[src/rtl/dma_axi64_engine.sv]
// Single-channel memory-to-memory DMA: 64-bit AXI3 master, 32-bit APB register slave.
// Define DMA_AXI64_PERIPH_HS_EN to build in the per-burst peripheral handshake states.
module dma_axi64_engine (
  input  logic        clk,
  input  logic        reset,
  input  logic        scan_en,
  output logic        idle,
  output logic        INT,
  input  logic        periph_tx_req,
  output logic        periph_tx_clr,
  input  logic        periph_rx_req,
  output logic        periph_rx_clr,
  input  logic        pclken,
  input  logic        psel,
  input  logic        penable,
  input  logic        pwrite,
  input  logic [7:0]  paddr,
  input  logic [31:0] pwdata,
  output logic [31:0] prdata,
  output logic        pslverr,
  output logic        pready,
  output logic [3:0]  AWID0,
  output logic [31:0] AWADDR0,
  output logic [3:0]  AWLEN0,
  output logic [1:0]  AWSIZE0,
  output logic        AWVALID0,
  input  logic        AWREADY0,
  output logic [3:0]  WID0,
  output logic [63:0] WDATA0,
  output logic [7:0]  WSTRB0,
  output logic        WLAST0,
  output logic        WVALID0,
  input  logic        WREADY0,
  input  logic [3:0]  BID0,
  input  logic [1:0]  BRESP0,
  input  logic        BVALID0,
  output logic        BREADY0,
  output logic [3:0]  ARID0,
  output logic [31:0] ARADDR0,
  output logic [3:0]  ARLEN0,
  output logic [1:0]  ARSIZE0,
  output logic        ARVALID0,
  input  logic        ARREADY0,
  input  logic [3:0]  RID0,
  input  logic [63:0] RDATA0,
  input  logic [1:0]  RRESP0,
  input  logic        RLAST0,
  input  logic        RVALID0,
  output logic        RREADY0
);
  typedef enum logic [2:0] {
    ST_IDLE = 3'd0, ST_RD_HS = 3'd1, ST_AR = 3'd2, ST_R = 3'd3,
    ST_WR_HS = 3'd4, ST_AW = 3'd5, ST_W = 3'd6, ST_B = 3'd7
  } state_t;

  state_t      state_r, state_s, rd_entry_s, wr_entry_s;
  logic [31:0] src_r, dst_r, cur_src_r, cur_dst_r;
  logic [15:0] len_r, rem_r, rem_next_s, step_s;
  logic        int_en_r, done_r, err_r, err_pend_r, rd_hs_s, wr_hs_s;
  logic [3:0]  blen_r, blen_s, cnt_r;
  logic [4:0]  beats_s, beats_m1_s;
  logic [9:0]  src_room_s, dst_room_s;
  logic [12:0] rem_beats_s;
  logic [63:0] buf_r [16];
  logic        apb_acc_s, apb_wr_s, busy_s, start_req_s, unmapped_s;
  logic        sel_src_s, sel_dst_s, sel_len_s, sel_ctrl_s, sel_stat_s;
  logic        ar_hs_s, r_beat_s, r_last_s, w_beat_s, b_hs_s, r_err_s;
  logic        periph_rx_clr_r, periph_tx_clr_r, unused_s;

  assign apb_acc_s   = psel & penable & pclken;
  assign apb_wr_s    = apb_acc_s & pwrite;
  assign sel_src_s   = (paddr == 8'h00);
  assign sel_dst_s   = (paddr == 8'h04);
  assign sel_len_s   = (paddr == 8'h08);
  assign sel_ctrl_s  = (paddr == 8'h0C);
  assign sel_stat_s  = (paddr == 8'h10);
  assign busy_s      = (state_r != ST_IDLE);
  assign start_req_s = apb_wr_s & sel_ctrl_s & pwdata[0] & ~busy_s;
  assign r_err_s     = err_pend_r | (RRESP0 != 2'b00);
  assign unused_s    = ^{scan_en, RLAST0, RID0, BID0, beats_m1_s[4]};

`ifdef DMA_AXI64_PERIPH_HS_EN
  logic rd_hs_r, wr_hs_r;
  // Handshake enables, writable at any time like int_en.
  always_ff @(posedge clk) begin
    if (reset) begin
      rd_hs_r <= 1'b0;
      wr_hs_r <= 1'b0;
    end else if (apb_wr_s && sel_ctrl_s) begin
      rd_hs_r <= pwdata[2];
      wr_hs_r <= pwdata[3];
    end
  end
  assign rd_hs_s    = rd_hs_r;
  assign wr_hs_s    = wr_hs_r;
  assign rd_entry_s = rd_hs_r ? ST_RD_HS : ST_AR;
  assign wr_entry_s = wr_hs_r ? ST_WR_HS : ST_AW;
`else
  assign rd_hs_s    = 1'b0;
  assign wr_hs_s    = 1'b0;
  assign rd_entry_s = ST_AR;
  assign wr_entry_s = ST_AW;
`endif

  // Burst sizing: smallest of 16 beats, remaining bytes, and room to each 4 KB boundary.
  always_comb begin
    rem_beats_s = rem_r[15:3];
    src_room_s  = 10'd512 - {1'b0, cur_src_r[11:3]};
    dst_room_s  = 10'd512 - {1'b0, cur_dst_r[11:3]};
    beats_s     = (rem_beats_s < 13'd16) ? rem_beats_s[4:0] : 5'd16;
    beats_s     = (src_room_s < {5'd0, beats_s}) ? src_room_s[4:0] : beats_s;
    beats_s     = (dst_room_s < {5'd0, beats_s}) ? dst_room_s[4:0] : beats_s;
    beats_m1_s  = beats_s - 5'd1;
    blen_s      = beats_m1_s[3:0];
    step_s      = {8'd0, {1'b0, blen_r} + 5'd1, 3'b000};
    rem_next_s  = rem_r - step_s;
  end

  // FSM state register.
  always_ff @(posedge clk) begin
    if (reset) state_r <= ST_IDLE;
    else       state_r <= state_s;
  end

  // Next-state decode and per-channel handshake strobes.
  always_comb begin
    state_s  = state_r;
    ar_hs_s  = 1'b0;
    r_beat_s = 1'b0;
    r_last_s = 1'b0;
    w_beat_s = 1'b0;
    b_hs_s   = 1'b0;
    case (state_r)
      ST_IDLE:  if (start_req_s && (len_r != 16'd0)) state_s = rd_entry_s; else state_s = ST_IDLE;
      ST_RD_HS: if (periph_rx_req) state_s = ST_AR; else state_s = ST_RD_HS;
      ST_AR: begin
        if (ARREADY0) begin
          ar_hs_s = 1'b1;
          state_s = ST_R;
        end else begin
          state_s = ST_AR;
        end
      end
      ST_R: begin
        if (RVALID0) begin
          r_beat_s = 1'b1;
          if (cnt_r == blen_r) begin
            r_last_s = 1'b1;
            state_s  = r_err_s ? ST_IDLE : wr_entry_s;
          end else begin
            state_s  = ST_R;
          end
        end else begin
          state_s = ST_R;
        end
      end
      ST_WR_HS: if (periph_tx_req) state_s = ST_AW; else state_s = ST_WR_HS;
      ST_AW:    if (AWREADY0) state_s = ST_W; else state_s = ST_AW;
      ST_W: begin
        if (WREADY0) begin
          w_beat_s = 1'b1;
          state_s  = (cnt_r == blen_r) ? ST_B : ST_W;
        end else begin
          state_s  = ST_W;
        end
      end
      ST_B: begin
        if (BVALID0) begin
          b_hs_s = 1'b1;
          if (BRESP0 != 2'b00)           state_s = ST_IDLE;
          else if (rem_next_s == 16'd0)  state_s = ST_IDLE;
          else                           state_s = rd_entry_s;
        end else begin
          state_s = ST_B;
        end
      end
      default: state_s = ST_IDLE;
    endcase
  end

  // Programmed registers, transfer progress and status flags.
  always_ff @(posedge clk) begin
    if (reset) begin
      src_r <= 32'd0;  dst_r <= 32'd0;  len_r <= 16'd0;
      cur_src_r <= 32'd0;  cur_dst_r <= 32'd0;  rem_r <= 16'd0;
      int_en_r <= 1'b0;  done_r <= 1'b0;  err_r <= 1'b0;  err_pend_r <= 1'b0;
      blen_r <= 4'd0;  cnt_r <= 4'd0;
      periph_rx_clr_r <= 1'b0;  periph_tx_clr_r <= 1'b0;
    end else begin
      periph_rx_clr_r <= 1'b0;
      periph_tx_clr_r <= 1'b0;
      if (apb_wr_s && !busy_s && sel_src_s) src_r <= {pwdata[31:3], 3'b000};
      if (apb_wr_s && !busy_s && sel_dst_s) dst_r <= {pwdata[31:3], 3'b000};
      if (apb_wr_s && !busy_s && sel_len_s) len_r <= {pwdata[15:3], 3'b000};
      if (apb_wr_s && sel_ctrl_s) int_en_r <= pwdata[1];
      if (apb_wr_s && sel_stat_s) begin
        done_r <= done_r & ~pwdata[1];
        err_r  <= err_r & ~pwdata[2];
      end
      if (start_req_s) begin
        cur_src_r <= src_r;
        cur_dst_r <= dst_r;
        rem_r     <= len_r;
        if (len_r == 16'd0) done_r <= 1'b1;
      end
      if (ar_hs_s) begin
        blen_r     <= blen_s;
        cnt_r      <= 4'd0;
        err_pend_r <= 1'b0;
      end
      if (r_beat_s) begin
        cnt_r <= r_last_s ? 4'd0 : cnt_r + 4'd1;
        if (RRESP0 != 2'b00) err_pend_r <= 1'b1;
      end
      if (r_last_s) begin
        periph_rx_clr_r <= rd_hs_s;
        if (r_err_s) begin
          err_r  <= 1'b1;
          done_r <= 1'b1;
        end
      end
      if (w_beat_s) cnt_r <= (cnt_r == blen_r) ? 4'd0 : cnt_r + 4'd1;
      if (b_hs_s) begin
        periph_tx_clr_r <= wr_hs_s;
        if (BRESP0 != 2'b00) begin
          err_r  <= 1'b1;
          done_r <= 1'b1;
        end else begin
          cur_src_r <= cur_src_r + {16'd0, step_s};
          cur_dst_r <= cur_dst_r + {16'd0, step_s};
          rem_r     <= rem_next_s;
          if (rem_next_s == 16'd0) done_r <= 1'b1;
        end
      end
    end
  end

  // Burst staging buffer: filled by R beats, drained by W beats.
  always_ff @(posedge clk) begin
    if (r_beat_s) buf_r[cnt_r] <= RDATA0;
  end

  // APB read mux; unmapped offsets flag an error.
  always_comb begin
    prdata     = 32'd0;
    unmapped_s = 1'b0;
    case (paddr)
      8'h00:   prdata = src_r;
      8'h04:   prdata = dst_r;
      8'h08:   prdata = {16'd0, len_r};
      8'h0C:   prdata = {28'd0, wr_hs_s, rd_hs_s, int_en_r, 1'b0};
      8'h10:   prdata = {29'd0, err_r, done_r, busy_s};
      default: unmapped_s = 1'b1;
    endcase
  end

  assign pslverr       = apb_acc_s & unmapped_s;
  assign pready        = 1'b1;
  assign idle          = (state_r == ST_IDLE);
  assign INT           = done_r & int_en_r;
  assign periph_rx_clr = periph_rx_clr_r;
  assign periph_tx_clr = periph_tx_clr_r;

  assign ARID0    = 4'd0;
  assign ARADDR0  = cur_src_r;
  assign ARLEN0   = blen_s;
  assign ARSIZE0  = 2'd3;
  assign ARVALID0 = (state_r == ST_AR);
  assign RREADY0  = (state_r == ST_R);
  assign AWID0    = 4'd0;
  assign AWADDR0  = cur_dst_r;
  assign AWLEN0   = blen_r;
  assign AWSIZE0  = 2'd3;
  assign AWVALID0 = (state_r == ST_AW);
  assign WID0     = 4'd0;
  assign WDATA0   = buf_r[cnt_r];
  assign WSTRB0   = 8'hFF;
  assign WLAST0   = (state_r == ST_W) && (cnt_r == blen_r);
  assign WVALID0  = (state_r == ST_W);
  assign BREADY0  = (state_r == ST_B);
endmodule

[config.mk]
export PLATFORM = sky130hd
export DESIGN_NAME = dma_axi64_engine
export DESIGN_NICKNAME = d
export VERILOG_FILES = /design/src/rtl/dma_axi64_engine.sv
export SDC_FILE = /design/constraint.sdc
export NUM_CORES = 1
export LEC_CHECK = 0
export CORE_UTILIZATION = 57
export CTS_CLUSTER_DIAMETER = 80
export CTS_CLUSTER_SIZE = 10
export DETAILED_ROUTE_END_ITERATION = 6
export GPL_TIMING_DRIVEN = 0
export PLACE_DENSITY = 0.82
export SKIP_LAST_GASP = 1
export SYNTH_ARGS = -nofsm -noshare
export SYNTH_HDL_FRONTEND = slang
export SYNTH_SLANG_ARGS = --single-unit
[constraint.sdc]
create_clock -name clk -period 10.1 [get_ports clk]
set_input_delay 2.525 -clock clk [delete_from_list [all_inputs] [get_ports clk]]
set_output_delay 2.525 -clock clk [all_outputs]
set_load 0.005 [all_outputs]
==> results.md, run 1 <==
* Post-DP HPWL at 91.6 mm
* Remaining global-route overflow at 0
* Class of the tightest hold or removal check: reg -> reg
* Vias in the first global route at 31300
* Worst-Margin Slew at 1370 ps
* Number of buffers created by CTS at 138
* Worst-skew pair later-pin latency at 740 ps
* Cell area after synthesis at 47900 sq um
* Arrival time at the worst endpoint at 7190 ps
* Number of placed I/O pins at 335
* Gate count of the mapped netlist at 2682
* Starting DRC count in detailed routing at 4834
* Fin worst setup slack at 388 ps
* DP Cell Count at 4171
* Most common library cell in the layout ignoring fill and taps: sky130_fd_sc_hd__edfxtp_1
* Clock-pin slew reported for the worst setup and hold paths after clock tree synthesis at 60 ps
* Nets at 3406
* Top library cells by usage in the layout, fill and taps aside: sky130_fd_sc_hd__edfxtp_1, sky130_fd_sc_hd__mux4_2, sky130_fd_sc_hd__clkdlybuf4s50_1
* Post-detailed-placement cell area at 53500 sq um
* Area of all sequential standard cells at 34200 sq um
* Number of setup violations in the final report at 0
* Post-synthesis async set-or-reset flop share at 0%
* Fillers at 4791
* Terminus of the critical flop-to-flop path: AWLEN0[2]
* Footprint of the multi-input gates at 13000 sq um
* YS warnings at 0
* Result of the run: finished with violations
* DR DRC count at 7
* Clock tree from TritonCTS: built
* Max Freq at 103 MHz
* Data required time of the critical path at 7580 ps
* Routed WL per cell at 35.4 um
* Final-layout worst hold slack at 473 ps
* Worst setup startpoint: rem_r[12]
* Leakage component of the power at 18.1 nW
* Launch point of the worst reg-to-reg path: rem_r[12]
* Per-instance average area after synthesis at 17.9 sq um
* Clk root buf: sky130_fd_sc_hd__clkbuf_16
* Worst supply voltage drop on vdd at 0.169 mV
* DR vias at 30900
* Share of final-layout standard cells stronger than drive strength 1 at 19.3%
* Number of max-capacitance violations reported at 0
* Pin count of the biggest net entering global routing at 41
* Largest fanout on the critical path at 8
* Combined global-route utilization of all metal layers at 35.9%
* Post-place setup slack at 1220 ps
* Total Die Area at 85200 sq um
* Number of slew-limit violations in the final report at 0
* R2r worst-path depth at 20
* Maximum clock insertion buffer count at 3
* Number of synthesized flops with an enable pin at 1024
* RSZ-0062 raised after global routing: false
* Crit path time final at 9710 ps
* Period utilization at 96.2%
* Register-to-register path setup slack at 3570 ps
* Setup skew after layout at 21.7 ps
* Resized Gates After CTS at 0
* Max H-tree Level at 4
* Number of hold violations in the final report at 0
* Count of placed standard cells in the final layout, fillers left out at 4360
* Wire length of the first global-routing pass at 217 mm
* Standard-cell row count at 105
* Initial antenna violation count at 17
* Core region area at 82600 sq um
* Worst setup SP type: flip-flop
* Average via count per standard cell at 7.09
* Final design area excluding fillers at 57500 sq um
* Global placer's final weighted congestion at 0.945
* Sequential area share after synthesis at 71.3%
* Area grow syn2layout at 20.0%
* Power Density at 175 nW/um^2
* Top FF cell, synth: sky130_fd_sc_hd__edfxtp_1
* Count of input and output buffers at 296
* WS Path Type: reg -> out
* Count of state elements after synthesis at 1194
* Initial core utilization at 58.0%
* Die H at 292 um
* End point of the critical path: ARLEN0[2]
* Routed Wire Length at 154 mm
* Antenna Violating Nets Remaining at 0
* Violated checks: DRC
* Post-CTS repair timing setup buffer count at 0
* Width of the die at 292 um
* DRT Pass-1 Iters at 7
* Clk sink count at 1194
* Count of distinct cell types in the synthesized netlist at 71
* Critical Path End Type: primary output
* Headroom to the max-slew limit at 8.72%
* Hold-fix buffers at CTS at 0
[synth_stat cells (all sizes together) (8+ instances only)]
cell type | n | area [sq um]
edfxtp | 1024 | 30700
mux4 | 320 | 7210
nand2 | 212 | 796
dfxtp | 170 | 3400
clkbuf | 122 | 458
nor2 | 120 | 450
a21oi | 118 | 591
buf | 60 | 328
o21ai | 52 | 260
a31oi | 38 | 238
inv | 37 | 139
nor3 | 32 | 165
ha | 31 | 388
mux2i | 31 | 310
nand3 | 25 | 138
nor4 | 22 | 138
and3 | 21 | 131
a311oi | 20 | 175
and2 | 17 | 106
or4 | 17 | 128
a22o | 16 | 140
nand4 | 15 | 93.8
or3 | 15 | 93.8
xor2 | 13 | 114
xnor2 | 11 | 96.3
a21o | 9 | 68.8
nor2b | 9 | 56.3
a211oi | 8 | 60.1
[layer usage]
layer | part of all wire, % | global-route usage [%]
met1 | 33 | 43.8
met3 | 12 | 7.94
met4 | 6.2 | 19.5
met5 | 0.071 | 0
met2 | 49 | 60.1
[critical path, stage by stage (launching register included)]
cell	delay (ps)
sky130_fd_sc_hd__dfxtp_1	340
sky130_fd_sc_hd__or4_1	550
sky130_fd_sc_hd__clkbuf_1	240
sky130_fd_sc_hd__nor3_4	410
sky130_fd_sc_hd__nand2_1	180
sky130_fd_sc_hd__ha_1	340
sky130_fd_sc_hd__a21o_2	210
sky130_fd_sc_hd__a221oi_1	590
sky130_fd_sc_hd__a21oi_1	200
sky130_fd_sc_hd__a21oi_1	260
sky130_fd_sc_hd__ha_1	300
sky130_fd_sc_hd__a21oi_1	130
sky130_fd_sc_hd__and2b_2	240
sky130_fd_sc_hd__a2111oi_4	370
sky130_fd_sc_hd__or4b_4	550
sky130_fd_sc_hd__nand3_4	160
sky130_fd_sc_hd__mux2i_1	390
sky130_fd_sc_hd__ha_1	300
sky130_fd_sc_hd__xnor2_1	140
sky130_fd_sc_hd__clkdlybuf4s50_1	550
[metrics by stage]
stage	TNS [ps]	util, %	total power (W)
6_report	0	69.5	0.0101
5_1_grt	0	69.5	0.0102
4_1_cts	0	69.5	0.0101
3_5_place_dp	0	64.8	0.00559
3_3_place_gp	-2841060	63.3	0.00558
2_1_floorplan	0	-	0.00548
[sequential cells by signal, indices dropped and copies added (netlist names), named ones only]
signal      flops
AWLEN0          4
len_r          13
AWADDR0        32
rem_r          16
cnt_r           4
ARADDR0        32
err_r           1
src_r          29
state_r         3
err_pend_r      1
dst_r          29
buf_r        1024
done_r          1
int_en_r        1
[kinds of logic (layout without fill, tap and decap cells)]
kind of cell | count (synthesis) | after routing | synth area share [%]
adder cells (fa/ha/maj) | 34 | 34 | 0.935
flip-flops | 1194 | 1194 | 71.3
buffers and inverters | 219 | 792 | 1.93
AND/OR/NAND/NOR | 530 | 530 | 5.24
AO/OA/AOI/OAI | 327 | 327 | 4.42
XOR/XNOR | 24 | 24 | 0.439
multiplexers | 352 | 352 | 15.7
other | 2 | 37 | 0.0157
[where the power goes]
group | switching (W) | total [W] | internal (W)
registers | 0.0000000738 | 0.00535 | 0.00535
logic | 0.0000981 | 0.000151 | 0.0000525
clock network | 0.00199 | 0.00458 | 0.00259
[final cells by class]
class | instances | area share (%)
Buffer | 182 | 1.37
Timing Repair Buffer | 394 | 7.18
Sequential cell | 1194 | 59.4
Inverter | 37 | 0.242
Tap cell | 1070 | 2.33
Clock buffer | 165 | 6.33
Antenna cell | 10 | 0.0435
Clock inverter | 14 | 0.429
Multi-Input combinational cell | 1294 | 22.6
[how the worst min path moves through the flow]
stage,depth (start not counted),from,to
finish,2,err_pend_r,err_pend_r
global route,2,err_pend_r,err_pend_r
CTS,2,err_pend_r,err_pend_r
detailed placement,2,err_pend_r,err_pend_r
global placement,2,err_pend_r,err_pend_r
floorplan,2,err_pend_r,err_pend_r
(Power assumes the default switching activity.)
==> run 2, diff against run 1 <==
--- a/config.mk
+++ b/config.mk
@@ -5,6 +5,7 @@
 export SDC_FILE = /design/constraint.sdc
 export NUM_CORES = 1
 export LEC_CHECK = 0
+export CORE_MARGIN = 2
 export CORE_UTILIZATION = 57
 export CTS_CLUSTER_DIAMETER = 80
 export CTS_CLUSTER_SIZE = 10
==> run 2 against run 1 <==
Net effect: the flow now finishes without violations; clock skew up 10 ps; worst setup slack worse by 12 ps; sequential power about the same; combinational power about the same; global-route usage down 0.49 points; critical endpoint unchanged; largest power group unchanged.
==> results.md, run 2 (synthesis gave the netlist of run 1 again) <==
* Clk sink count at 1194
* Area of all sequential standard cells at 34200 sq um
* DR vias at 30300
* Period utilization at 96.3%
* Arrival time at the worst endpoint at 7200 ps
* Crit path cell chain: or4_1 -> clkbuf_1 -> nor3_2 -> nand2_1 -> ha_1 -> a21o_2 -> a221o_1 -> nor2_1 -> a21oi_1 -> ha_1 -> a21oi_1 -> and2b_2 -> a2111oi_4 -> or4b_4 -> nand3_4 -> mux2i_1 -> ha_1 -> xnor2_1 -> clkdlybuf4s50_1
* DP Cell Count at 4179
* Vias in the first global route at 30800
* Top library cells by usage in the layout, fill and taps aside: sky130_fd_sc_hd__edfxtp_1, sky130_fd_sc_hd__mux4_2, sky130_fd_sc_hd__clkdlybuf4s50_1
* Met3 Wirelength at 18.8 mm
* Setup skew after layout at 32.1 ps
* Remaining global-route overflow at 0
* Largest fanout on the critical path at 8
* RSZ-0062 raised after global routing: false
* Max H-tree Level at 4
* Worst setup SP type: flip-flop
* Initial antenna violation count at 12
* Pin count of the biggest net entering global routing at 35
* Number of buffers created by CTS at 137
* Register containing the most flip-flops in the final layout: buf_r
* Wire length of the first global-routing pass at 216 mm
* Max Freq at 103 MHz
* Worst-Margin Slew at 1340 ps
* Critical Path End Type: primary output
* Starting DRC count in detailed routing at 4915
* Wire length on met2 at 74.6 mm
* Cell type of the slowest stage on the worst timing path: sky130_fd_sc_hd__clkdlybuf4s50_1
* Power Density at 174 nW/um^2
* Result of the run: complete, no violations
* Number of placed I/O pins at 335
* Most common library cell in the layout ignoring fill and taps: sky130_fd_sc_hd__edfxtp_1
* Headroom to the max-slew limit at 10.9%
* DR DRC count at 0
* Standard-cell row count at 106
* Count of placed standard cells in the final layout, fillers left out at 4356
* Count of input and output buffers at 296
* Total Die Area at 86400 sq um
* Combined global-route utilization of all metal layers at 35.4%
* Footprint of the multi-input gates at 13000 sq um
* Number of setup violations in the final report at 0
* WS Path Type: reg -> out
* Number of flip-flops under the largest register name at 1024
* Initial core utilization at 57.4%
* Leakage component of the power at 18.1 nW
* Worst-skew pair later-pin latency at 750 ps
* Top routing layer in use: met5
* Die H at 294 um
* Post-DP HPWL at 90.8 mm
* DRT Pass-1 Iters at 7
* Clock-pin slew reported for the worst setup and hold paths after clock tree synthesis at 60 ps
* Crit path time final at 9720 ps
* Clk root buf: sky130_fd_sc_hd__clkbuf_16
* Average via count per standard cell at 6.96
* Design Power at 0.0100 W
* Share of final-layout standard cells stronger than drive strength 1 at 19.2%
* Hold-fix buffers at CTS at 0
* Number of slew-limit violations in the final report at 0
* Antenna Violating Nets Remaining at 0
* Routed length on met1 at 50.0 mm
* Sum Neg Setup Slack at 0 ps
* Maximum clock insertion buffer count at 3
* Number of max-capacitance violations reported at 0
* Data required time of the critical path at 7580 ps
* Worst supply voltage drop on vdd at 0.183 mV
* Fillers at 4976
* Class of the tightest hold or removal check: reg -> reg
* Width of the die at 294 um
* Routed WL per cell at 35.0 um
* Nets at 3403
* Crit path largest cell delay at 550 ps
* Core region area at 83400 sq um
* Area grow syn2layout at 19.7%
* Clock tree from TritonCTS: built
* Global placer's final weighted congestion at 0.976
* Number of hold violations in the final report at 0
* Routed Wire Length at 152 mm
* Most frequent cell on the critical path: sky130_fd_sc_hd__ha_1
-- run 2: cell count changes in the layout (fill, tap and decap cells not counted), moves of 4 or more --
cell / previous run / this run
sky130_fd_sc_hd__buf_16: 10 / 6
sky130_fd_sc_hd__buf_6: 27 / 35
sky130_fd_sc_hd__buf_4: 76 / 68
sky130_fd_sc_hd__diode_2: 10 / 5
sky130_fd_sc_hd__clkbuf_1: 145 / 140
-- run 2: through the flow --
step	util [%]	setup slack [ps]	area [sq um]	hold slack [ps]
floorplan	-	771	48000	436
global placement	62.7	-7350	52300	446
detailed placement	64.2	1180	53500	452
CTS	68.7	327	57300	459
global route	68.7	138	57300	475
finish	68.7	376	57300	471
-- run 2: layer usage --
layer | global-route usage, % | vias up
met1 | 43.6 | 15200
met2 | 57.8 | 2745
met3 | 9.18 | 556
met5 | 0 | -
met4 | 19.6 | 14
li1 | - | 11900
-- run 2: worst paths after layout --
| check | start | end | slack, ps | cells after the start |
|---|---|---|---|---|
| max reg2reg | rem_r[12] | AWLEN0[2] | 3690 | 20 |
| min reg2reg | err_pend_r | err_pend_r | 470 | 2 |
| min | err_pend_r | err_pend_r | 470 | 2 |
| max | rem_r[12] | ARLEN0[2] | 380 | 19 |
-- run 2: final cells by class --
cell class | count | share of cell area [%]
buffer | 182 | 1.37
timing repair buffer | 392 | 7.14
multi-input combinational | 1294 | 22.7
clock inverter | 12 | 0.338
tap | 1080 | 2.36
inverter | 37 | 0.242
clock buffer | 160 | 6.26
antenna | 5 | 0.0218
sequential | 1194 | 59.6
-- run 2: worst max-delay path: cells and delay by family (launching register included) --
family / cells / cell delay, ps
simple gates: 7 / 2350
compound gates: 5 / 1340
fa+ha+maj: 3 / 1040
buf+inv: 2 / 760
mux: 1 / 500
flops: 1 / 330
xor+xnor: 1 / 140
-- run 2: timing repair --
action / CTS / global route
setup endpoints to repair: 0 / 1
gates resized for setup: 0 / 1
buffers inserted: 0 / 0
-- run 2: power by group --
part	internal [W]	leakage (nW)	total, W	switching, W
Clock	0.00250	1.85	0.00450	0.00200
Sequential	0.00535	10.6	0.00535	0.0000000872
Combinational	0.0000525	5.66	0.000150	0.0000971
Total	0.00790	18.1	0.0100	0.00210
